===== config.mk =====
export PLATFORM = sky130hd
export DESIGN_NAME = uart_rx_engine
export DESIGN_NICKNAME = d
export VERILOG_FILES = /design/src/rtl/uart_rx_engine.sv
export SDC_FILE = /design/constraint.sdc
export NUM_CORES = 1
export LEC_CHECK = 0
export ABC_AREA = 1
export CORE_UTILIZATION = 54
export CTS_BUF_LIST = sky130_fd_sc_hd__clkbuf_16
export DETAILED_ROUTE_END_ITERATION = 7
export DONT_BUFFER_PORTS = 1
export PLACE_DENSITY = 0.73
export SLEW_MARGIN = 20
export SYNTH_ARGS = -nofsm -noshare
export SYNTH_HDL_FRONTEND = slang
export SYNTH_SLANG_ARGS = --single-unit

===== constraint.sdc =====
create_clock -name clk -period 3.7 [get_ports clk]
set_input_delay 0.74 -clock clk [delete_from_list [all_inputs] [get_ports clk]]
set_output_delay 0.74 -clock clk [all_outputs]
set_load 0.02 [all_outputs]

===== src/rtl/uart_rx_engine.sv =====
// UART receive engine: 2-flop synchronized rx, mid-bit sampling at a run-time
// bit period, 7/8 data bits with optional parity, and host-cleared status flags.
module uart_rx_engine (
    input  logic        clk,
    input  logic        reset,
    input  logic        rx,
    input  logic [18:0] baud_div,
    input  logic        eight,
    input  logic        pen,
    input  logic        ohel,
    input  logic        read_rx,
    output logic [7:0]  data,
    output logic        rxrdy,
    output logic        perr,
    output logic        ferr,
    output logic        ovf
);

    typedef enum logic [1:0] {IDLE, START, DATA} state_t;

    state_t      state, state_d;
    logic        rx_m, rx_s;
    logic [18:0] cnt, cnt_d;
    logic [3:0]  smp, smp_d;
    logic [7:0]  shreg;
    logic        par;
    logic        eight_l, pen_l, ohel_l;
    logic        expire, start_ok, bit_smp, frame_done;
    logic [3:0]  nbits, last_smp;
    logic        data_bit;
    logic [7:0]  data_fmt;
    logic        perr_new;

    always_ff @(posedge clk or posedge reset) begin
        if (reset) begin
            rx_m <= 1'b1;
            rx_s <= 1'b1;
        end else begin
            rx_m <= rx;
            rx_s <= rx_m;
        end
    end

    // Counter reaching 1 marks the sampling edge, so a load of L samples L clocks later.
    assign expire   = (cnt == 19'd1);
    assign nbits    = eight_l ? 4'd8 : 4'd7;
    assign last_smp = nbits + {3'b000, pen_l};
    assign data_bit = (smp < nbits);
    assign data_fmt = {eight_l & shreg[7], shreg[6:0]};
    assign perr_new = pen_l & (ohel_l ? ~par : par);

    always_ff @(posedge clk or posedge reset) begin
        if (reset) begin
            state <= IDLE;
            cnt   <= 19'd0;
            smp   <= 4'd0;
        end else begin
            state <= state_d;
            cnt   <= cnt_d;
            smp   <= smp_d;
        end
    end

    always_comb begin
        state_d    = state;
        cnt_d      = cnt;
        smp_d      = smp;
        start_ok   = 1'b0;
        bit_smp    = 1'b0;
        frame_done = 1'b0;
        case (state)
            IDLE: begin
                if (!rx_s) begin
                    cnt_d   = {1'b0, baud_div[18:1]};
                    state_d = START;
                end
            end
            START: begin
                if (expire) begin
                    if (rx_s) begin
                        cnt_d   = 19'd0;
                        state_d = IDLE;
                    end else begin
                        cnt_d    = baud_div;
                        smp_d    = 4'd0;
                        start_ok = 1'b1;
                        state_d  = DATA;
                    end
                end else begin
                    cnt_d = cnt - 19'd1;
                end
            end
            DATA: begin
                if (expire) begin
                    bit_smp = 1'b1;
                    if (smp == last_smp) begin
                        frame_done = 1'b1;
                        cnt_d      = 19'd0;
                        smp_d      = 4'd0;
                        state_d    = IDLE;
                    end else begin
                        smp_d = smp + 4'd1;
                        cnt_d = baud_div;
                    end
                end else begin
                    cnt_d = cnt - 19'd1;
                end
            end
            default: state_d = IDLE;
        endcase
    end

    // Frame format is frozen at start validation so mid-frame config changes are harmless.
    always_ff @(posedge clk or posedge reset) begin
        if (reset) begin
            eight_l <= 1'b0;
            pen_l   <= 1'b0;
            ohel_l  <= 1'b0;
            shreg   <= 8'd0;
            par     <= 1'b0;
        end else begin
            if (start_ok) begin
                eight_l <= eight;
                pen_l   <= pen;
                ohel_l  <= ohel;
                shreg   <= 8'd0;
                par     <= 1'b0;
            end else if (bit_smp && !frame_done) begin
                if (data_bit)
                    shreg[smp[2:0]] <= rx_s;
                par <= par ^ rx_s;
            end
        end
    end

    // Completion outranks a simultaneous host read; the read still suppresses overrun.
    always_ff @(posedge clk or posedge reset) begin
        if (reset) begin
            data  <= 8'd0;
            rxrdy <= 1'b0;
            perr  <= 1'b0;
            ferr  <= 1'b0;
            ovf   <= 1'b0;
        end else if (frame_done) begin
            data  <= data_fmt;
            perr  <= perr_new;
            ferr  <= ~rx_s;
            rxrdy <= 1'b1;
            ovf   <= read_rx ? 1'b0 : (ovf | rxrdy);
        end else if (read_rx) begin
            rxrdy <= 1'b0;
            perr  <= 1'b0;
            ferr  <= 1'b0;
            ovf   <= 1'b0;
        end
    end

endmodule


==> results of run 1 <==
stage by stage:
stage / hold slack (ns) / std cells / total power [W] / utilization (%)
2_1_floorplan: 0.3452 / 479 / 0.001706 / -
3_3_place_gp: 0.3470 / 543 / 0.001948 / 57.54
3_5_place_dp: 0.3488 / 543 / 0.001969 / 57.54
4_1_cts: 0.3588 / 551 / 0.002445 / 60.01
5_1_grt: 0.3599 / 551 / 0.002660 / 60.03
6_report: 0.3583 / 551 / 0.002461 / 60.03
sequential cells by signal, summed over array words and instances (netlist names), 2 cells and up:
| register | flops |
|---|---|
| cnt | 19 |
| state | 2 |
| smp | 4 |
| data | 8 |
| shreg | 8 |
layer usage:
layer	wire length, um	part of all wire [%]	vias to the layer above	GRT usage (%)
li1	-	-	1544	-
met1	3918	48	1433	39.11
met2	3476	43	109	39.26
met3	625	7.7	9	5.333
met4	65	0.80	0	5.965
met5	0	0	-	0
where the power goes:
part           internal, W  total (W)  switching [W]
clock             0.000253   0.000472       0.000219
combinational     0.000386    0.00116       0.000770
sequential        0.000680   0.000833       0.000153
total              0.00132    0.00246        0.00114
cell families (layout without fill, tap and decap cells):
logic type               count (synthesis)  in the layout  synth area share [%]
AO/OA/AOI/OAI                           71             71                 11.84
XOR/XNOR                                 8              8                 2.039
adder cells (fa/ha/maj)                 12             12                 4.370
buffers and inverters                   62             59                 7.720
flip-flops                              51             51                 37.22
AND/OR/NAND/NOR                        275            275                 36.82
placed cells by master (no fill, tap or decap), types with 2 or more instances in the layout:
cell type	netlist	routed
nor2_1	55	55
nand2_1	142	142
nor3_1	10	10
nand3_1	31	31
xor2_1	6	6
nand2_4	2	2
xnor2_1	2	2
nand3b_1	2	2
ha_1	12	12
nand3_4	2	2
inv_1	45	44
o31ai_2	2	2
o21ai_0	20	20
buf_4	5	2
nor2_2	10	10
dfstp_2	2	2
a21oi_1	33	33
clkinvlp_4	0	2
nor2_4	5	5
nand4_1	7	7
o211ai_1	8	8
dfrtp_1	49	49
clkinv_2	1	2
nand2_2	4	4
a31oi_1	3	3
clkbuf_16	0	5
area by class of cell:
type / instances / area [um^2]
fill: 575 / 2409
multi-input combinational: 366 / 1892
sequential: 51 / 1279
inverter: 49 / 188.9
clock buffer: 5 / 125.1
tap: 75 / 93.84
clock inverter: 3 / 23.77
timing repair buffer: 2 / 15.01
worst reg2reg max path: cells and delay by family (launching register included):
family	cells	cell delay, ns
compound gates	1	0.47
fa+ha+maj	1	0.33
buf+inv	1	0.12
flops	1	0.41
simple gates	8	0.90
path summary, 6_finish.rpt:
kind | start | to | slack, ns | cells after the start
worst max-delay path | eight_l | shreg[0] | 1.43 | 11
worst min-delay path | rx_m | rx_s | 0.36 | 0
worst max register to register | eight_l | shreg[0] | 1.43 | 11
worst min register to register | rx_m | rx_s | 0.36 | 0
max in group asynchronous | reset | state[0] | 2.69 | 1
min in group asynchronous | reset | cnt[12] | 0.48 | 1
==> metrics, run 1 <==
Synth top cells by count 142 x nand2_1, 55 x nor2_1, 49 x dfrtp_1; Worst VDD drop about 0.75 mV; Net Count, Synth approximately 520; Die Y 81.77 um; count leader, synth nand2_1; Die ar. 6686 um^2; ANT nets after route 0; global-route wire length before repair 13410 um; Setup crit end kind flip-flop; crit-path max FO 12; Seq/Total Area, Yosys 37.22%; asr flop ratio synth 100.0%; Max Transition Viols Final 0; worst slack at placement 1.443 ns; initial core utilization 57.02%; clock root cell clkbuf_16; Site Rows 28; routed len/inst around 15 um; Most used DFF post-synth dfrtp_1; initial antenna violation count 0; cell mode on critical path nand2_1; fin area 3617 um^2; Post-Syn Instances 479; H-tree levels 2; Clock transition at path regs 0.07 ns; number of DRC markers in iteration 0 around 230; critical path class reg -> reg; min Tclk post-route 2.274 ns; Max-slew headroom between 40% and 50%; Routed WL 8084 um; final setup vio count 0; port buffer count 0; Startpoint Class flip-flop; Critical path buffers and inverters 1; top post-synthesis cells by area dfrtp_1 36%, nand2_1 16%, nor2_1 6.0%, inv_1 4.9%, a21oi_1 4.8%; CTS sink cnt 51; Leak 1.766 nW; Clock Tree Buf Depth 2; Vias/cell 5.617; synthesized flop and latch total 51; Post-synth EDFFs 0; Syn-to-layout area delta 5.280%; hold_buf cts 0; Nets 513; DP Wirelength 5835 um; Arrival @ worst endpoint 2.51 ns; final setup TNS 0 ns; largest net degree at the start of global routing between 50 and 60; Power Density 680.4 nW/um^2; Inserted Clock Buffers 5; Area after DPL 3467 um^2; Yosys warning total 0; outcome finished, final reports clean; ant diodes 0; layout cell share with drive strength beyond 1 9.664%; Total GRT Usage 26.41%; number of library cell types mapped by synthesis 40; WP data required 3.93 ns; Hold Path Class reg -> reg; RSZ-0062 raised after global routing false; post-synth top area cell dfrtp_1; Syn Std Cell Area 3436 um^2; die width just over 80 um; maximum clock rate 439.7 MHz; critical path, cell by cell inv_1 -> ha_1 -> nand2_1 -> nand2_1 -> nand3_2 -> nand2_4 -> a21oi_2 -> nand2_2 -> nor2_4 -> nand2_1 -> nand2_1; gpl congestion 0.8598; vias after detailed routing 3095; CTS tree yes; drt pass-1 iters 5; delay-heaviest family, CP simple AND/OR/NAND/NOR gates; total gr overflow 0; number of global-route vias before repair 2847; # Post-CTS Setup Buffers 0; Worst-Skew Late Latency roughly 0.29 ns; slowest CP cell a21oi_2; largest stage delay on the critical path 0.47 ns; Synth top area share 35.69%; post_cts resized 0; part of the cycle the worst path needs 61.47%; Final Hold Vio Count 0; Max-cap violations 0; syn avg cell area 7.173 um^2; Final WS setup 1.426 ns; top-level port count 38; Slew @ Worst Pin 0.8870 ns; DRC 0; Core Region 6026 um^2; clock skew 0.005918 ns
No activity file was read; power rests on OpenSTA's default activity.
==> run 2: changes to the inputs <==
==> constraint.sdc (replaced) <==
create_clock -name clk -period 2.2 [get_ports clk]
set_input_delay 0.44 -clock clk [delete_from_list [all_inputs] [get_ports clk]]
set_output_delay 0.44 -clock clk [all_outputs]
set_load 0.02 [all_outputs]
==> metrics, run 2 (synthesis results as in run 1) <==
Layout Cells excl Fill 558 (+1.3%); footprint of the multi-input gates 1911 um^2 (+0.99%); Reg2Reg Launch Point eight_l; cell mode on critical path nand2_1; top-level port count 38 (unchanged); logic gate share of total power 47.4% (+0.4 points); Die Y 81.77 um (unchanged); Critical path buffers and inverters 3 (+2); Power Density 1142 nW/um^2 (+68%); critical path class reg -> reg; Max Transition Viols Final 0 (unchanged); CTS sink cnt 51 (unchanged); P_int 0.002251 W (+71%); Routed WL 8367 um (+3.5%); Worst R2R Path Depth 10 (-1); Worst VDD drop 0.8987 mV (+20%); CTS tree yes; Slew @ Worst Pin 0.7539 ns (-0.1331 ns); gpl congestion 0.9389 (+9.2%); met3 wire len 611 um (-2.2%); number of global-route vias before repair 2858 (+0.39%); met2 WL post-DR 3431 um (-1.3%); clock skew 0.004553 ns (-0.001365 ns); Sw Ratio 46.56% (+0.15 points); die width 81.77 um (unchanged); global-route wire length before repair 13950 um (+4.0%); crit-path max FO 6 (-6); drt pass-1 iters 5 (unchanged); fillers 564 (-1.9%); worst setup path start eight_l; WP data required 2.44 ns (-1.49 ns); DRC 0 (unchanged); critical path, cell by cell inv_1 -> ha_1 -> inv_1 -> nand2_1 -> nand2_1 -> nand3_2 -> nor3_4 -> buf_4 -> nand3_1 -> nand2_1; Max-slew headroom 49.68% (+8.9 points); RSZ-0062 raised after global routing false; Hold Path Class in -> async; Design Power 0.004213 W (+71%); Arrival @ worst endpoint 2.28 ns (-0.23 ns); Site Rows 28 (unchanged); Final Hold Vio Count 0 (unchanged); largest stage delay on the critical path 0.43 ns (-0.04 ns); Vias/cell 5.600 (-0.30%); Total GRT Usage 27.55% (+1.1 points); # Post-CTS Setup Buffers 0 (unchanged); initial antenna violation count 0 (unchanged); Top Registers cnt (19), data (8), shreg (8); Startpoint Class flip-flop; Setup crit end kind flip-flop; number of flip-flops under the largest register name 19 (unchanged); Top reg by flops cnt; clock share of power 19.4% (+0.2 points); Syn-to-layout area delta 7.356%; Max-cap violations 0 (unchanged); delay-heaviest family, CP simple AND/OR/NAND/NOR gates; min Tclk post-route 2.039 ns (-0.2357 ns); initial core utilization 57.02% (unchanged); total gr overflow 0 (unchanged); layout cell share with drive strength beyond 1 11.59% (+1.9 points); Net Switching 0.001962 W (+72%); leading cell type in the layout, fill and taps excluded nand2_1; met1 WL 4147 um (+5.8%); outcome finished, final reports clean; clock root cell clkbuf_16; Clock transition at path regs 0.07 ns (about the same); commonest cells after routing, fill and taps aside 141 x nand2_1, 55 x nor2_1, 49 x dfrtp_1, 44 x inv_1, 33 x a21oi_1; routed len/inst 14.99 um (+2.2%); Placed Cells 550 (+1.3%); vias after detailed routing 3125 (+0.97%); area occupied by registers 1279 um^2 (unchanged); port buffer count 0 (unchanged); DP Wirelength 6094 um (+4.4%); Leak 1.812 nW (+2.6%); number of DRC markers in iteration 0 227 (-2.6%); Die ar. 6686 um^2 (unchanged); Nets 520 (+1.4%); ant diodes 0 (unchanged); hold_buf cts 0 (unchanged); maximum clock rate 490.5 MHz (+12%); part of the cycle the worst path needs 92.66% (+31 points); H-tree levels 2 (unchanged); slowest CP cell dfrtp_1; Core Region 6026 um^2 (unchanged); Levels on crit path 10 (-1); Clock Tree Buf Depth 2 (unchanged); ANT nets after route 0 (unchanged); Inserted Clock Buffers 5 (unchanged); largest net degree at the start of global routing 24 (-54%); uppermost routed layer met4; final setup vio count 0 (unchanged); Flop pwr share 33.2% (-0.6 points); Worst-Skew Late Latency 0.30 ns (about the same)
[run 2: power groups by stage]
stage	clock, W	sequential, W	combinational [W]
detailed placement	0	0.00141	0.00194
finish	0.000816	0.00140	0.00200
global placement	0	0.00140	0.00189
CTS	0.000820	0.00139	0.00195
global route	0.000846	0.00143	0.00230
floorplan	0	0.00134	0.00153
[run 2: layout make-up]
cell class                      instances  share of cell area (%)
Clock buffer                            5                   3.392
Sequential cell                        51                   34.67
Clock inverter                          3                  0.6784
Tap cell                               75                   2.544
Multi-Input combinational cell        366                   51.80
Timing Repair Buffer                    9                   1.832
Inverter                               49                   5.088
[run 2: timing repair]
| action | in CTS | in global routing |
|---|---|---|
| endpoints found under the setup margin | 8 | 12 |
| gates resized for setup | 1 | 4 |
| pin swaps | 0 | 0 |
[run 2: worst paths after layout]
path                       endpoint  slack (ns)
min in group clk               rx_m        0.13
setup reg to reg            data[7]        0.16
max in group asynchronous      rx_s        1.49
hold reg to reg                rx_s        0.36
setup / recovery            data[7]        0.16
hold / removal              cnt[16]        0.04
[run 2: metal layers]
layer | up-vias | GRT usage, %
li1 | 1560 | -
met4 | 0 | 9.825
met3 | 18 | 5.889
met1 | 1428 | 41.70
met5 | - | 0
met2 | 119 | 37.93
[run 2: metrics by stage]
step	hold slack, ns	TNS, ns	util [%]	cell area, um^2	setup slack [ns]
3_5_place_dp	0.3543	-0.01000	58.41	3520	-0.01000
2_1_floorplan	0.3452	0	-	3436	0.3898
4_1_cts	0.06034	0	60.94	3672	0.04553
3_3_place_gp	0.3461	0	58.41	3520	0.1381
5_1_grt	0.08467	0	61.21	3689	0.008376
6_report	0.04180	0	61.21	3689	0.1614
==> run 3: changes to the inputs <==
--- a/config.mk
+++ b/config.mk
@@ -11,6 +11,7 @@
 export DETAILED_ROUTE_END_ITERATION = 7
 export DONT_BUFFER_PORTS = 1
 export PLACE_DENSITY = 0.73
+export RECOVER_POWER = 100
 export SLEW_MARGIN = 20
 export SYNTH_ARGS = -nofsm -noshare
 export SYNTH_HDL_FRONTEND = slang
==> metrics, run 3 (synthesis results as in run 1) <==
Inserted Clock Buffers 5 (unchanged); Arrival @ worst endpoint 2.23 ns (-0.05 ns); largest net degree at the start of global routing 24 (unchanged); layout cell share with drive strength beyond 1 10.56% (-1.0 points); Final Hold Vio Count 0 (unchanged); min Tclk post-route 2.039 ns (+0.0003990 ns); Max-cap violations 0 (unchanged); vias after detailed routing 3107 (-0.58%); CTS sink cnt 51 (unchanged); ANT nets after route 0 (unchanged); RSZ-0062 raised after global routing false; H-tree levels 2 (unchanged); Vias/cell 5.568 (-0.58%); Clock transition at path regs 0.07 ns (about the same); footprint of the multi-input gates 1902 um^2 (-0.46%); initial core utilization 57.02% (unchanged); number of global-route vias before repair 2858 (unchanged); DRC 0 (unchanged); leading cell type in the layout, fill and taps excluded nand2_1; FF-to-FF setup slack 0.16 ns (about the same); fillers 574 (+1.8%); routed len/inst 14.96 um (-0.23%); Max Transition Viols Final 0 (unchanged); initial antenna violation count 0 (unchanged); number of DRC markers in iteration 0 209 (-7.9%); drt pass-1 iters 5 (unchanged); Die Y 81.77 um (unchanged); gpl congestion 0.9389 (unchanged); global-route wire length before repair 13950 um (unchanged); maximum clock rate 490.4 MHz (about the same); R2R Path End shreg[5]; clock skew 0.005253 ns (+0.0007001 ns); hold_buf cts 0 (unchanged); Worst-Skew Late Latency 0.30 ns (about the same); commonest cells after routing, fill and taps aside 141 x nand2_1, 55 x nor2_1, 49 x dfrtp_1, 45 x inv_1, 33 x a21oi_1; Max-slew headroom 41.69% (-8.0 points); WP data required 2.39 ns (-0.05 ns); clock root cell clkbuf_16; Setup crit end kind flip-flop; ant diodes 0 (unchanged); Die ar. 6686 um^2 (unchanged); Nets 520 (unchanged); number of flip-flops under the largest register name 19 (unchanged); die width 81.77 um (unchanged); Leak 1.797 nW (-0.84%); top-level port count 38 (unchanged); critical path class reg -> reg; total gr overflow 0 (unchanged); hold path depth 0; Startpoint Class flip-flop; Power Density 1146 nW/um^2 (+0.30%); port buffer count 0 (unchanged); worst setup path start eight_l; CP endpoint shreg[5]; Syn-to-layout area delta 6.664%; Worst R2R Path Depth 12 (+2); outcome finished, final reports clean; Slew @ Worst Pin 0.8746 ns (+0.1207 ns); Top Registers cnt (19), data (8), shreg (8); crit-path max FO 8 (+2); Hold Path Class in -> reg; DP Wirelength 6094 um (unchanged); Core Region 6026 um^2 (unchanged); Site Rows 28 (unchanged); final setup vio count 0 (unchanged); Design Power 0.004199 W (-0.35%); CTS tree yes; area occupied by registers 1279 um^2 (unchanged); Routed WL 8348 um (-0.23%); part of the cycle the worst path needs 92.68% (about the same); Worst VDD drop 0.8934 mV (-0.59%); final setup TNS 0 ns (unchanged); # Post-CTS Setup Buffers 0 (unchanged); Top reg by flops cnt; Total GRT Usage 27.55% (unchanged); Reg2Reg Launch Point eight_l; Clock Tree Buf Depth 2 (unchanged); hold_ws 0.1375 ns (+0.09570 ns)
==> run 3: cell types whose count changed in the layout (fill, tap and decap cells not counted) <==
cell	delta
clkbuf_2	+2
inv_1	+1
o31ai_1	+1
o21ai_0	+1
buf_4	-5
o21ai_2	-1
o31ai_2	-1
clkbuf_1	+2
clkbuf_4	+1
inv_4	-1
==> run 3: worst min path at each step <==
stage                     start    end  slack, ns
final                        rx   rx_m       0.14
after global routing         rx   rx_m       0.13
after floorplan            rx_m   rx_s       0.35
after detailed placement   rx_m   rx_s       0.35
after global placement     rx_m   rx_s       0.35
after CTS                 reset  rxrdy       0.06
==> run 3: what timing repair did <==
item | in CTS | in global routing
pin swaps | 0 | 0
gates resized for setup | 1 | 4
setup endpoints to repair | 8 | 12
endpoints found under the hold margin | 0 | 0
==> run 3: cell type report <==
class                           count  share of cell area, %
Multi-Input combinational cell    366                  51.89
Sequential cell                    51                  34.89
Inverter                           49                  5.053
Clock buffer                        5                  3.414
Tap cell                           75                  2.561
Timing Repair Buffer                9                  1.502
Clock inverter                      3                 0.6828
==> run 3: worst max-delay path, cell delays in order, from the launching register on <==
cell,delay [ns]
dfrtp_1,0.43
inv_1,0.12
ha_1,0.32
inv_1,0.05
nand2_1,0.06
nand2_1,0.07
nand3_2,0.12
nand2_4,0.11
a21oi_2,0.19
clkbuf_2,0.22
o211ai_1,0.12
nand2_1,0.08
nand2_1,0.04
==> run 3: through the flow <==
stage | instances | cell area (um^2) | worst slack, ns | utilization (%)
3_3_place_gp | 550 | 3520 | 0.1381 | 58.41
2_1_floorplan | 479 | 3436 | 0.3898 | -
4_1_cts | 558 | 3672 | 0.04553 | 60.94
3_5_place_dp | 550 | 3520 | -0.01000 | 58.41
6_report | 558 | 3665 | 0.1610 | 60.82
5_1_grt | 558 | 3665 | 0.008376 | 60.82
==> run 3: layer usage <==
layer / track usage [%] / wire, um / up-vias
li1: - / - / 1563
met1: 41.70 / 4067 / 1405
met5: 0 / 0 / -
met3: 5.889 / 655 / 15
met4: 9.825 / 160 / 0
met2: 37.93 / 3464 / 124
==> run 3: where the power goes <==
group | switching, W | internal (W)
Combinational | 0.00132 | 0.000676
Clock | 0.000377 | 0.000431
Sequential | 0.000255 | 0.00114
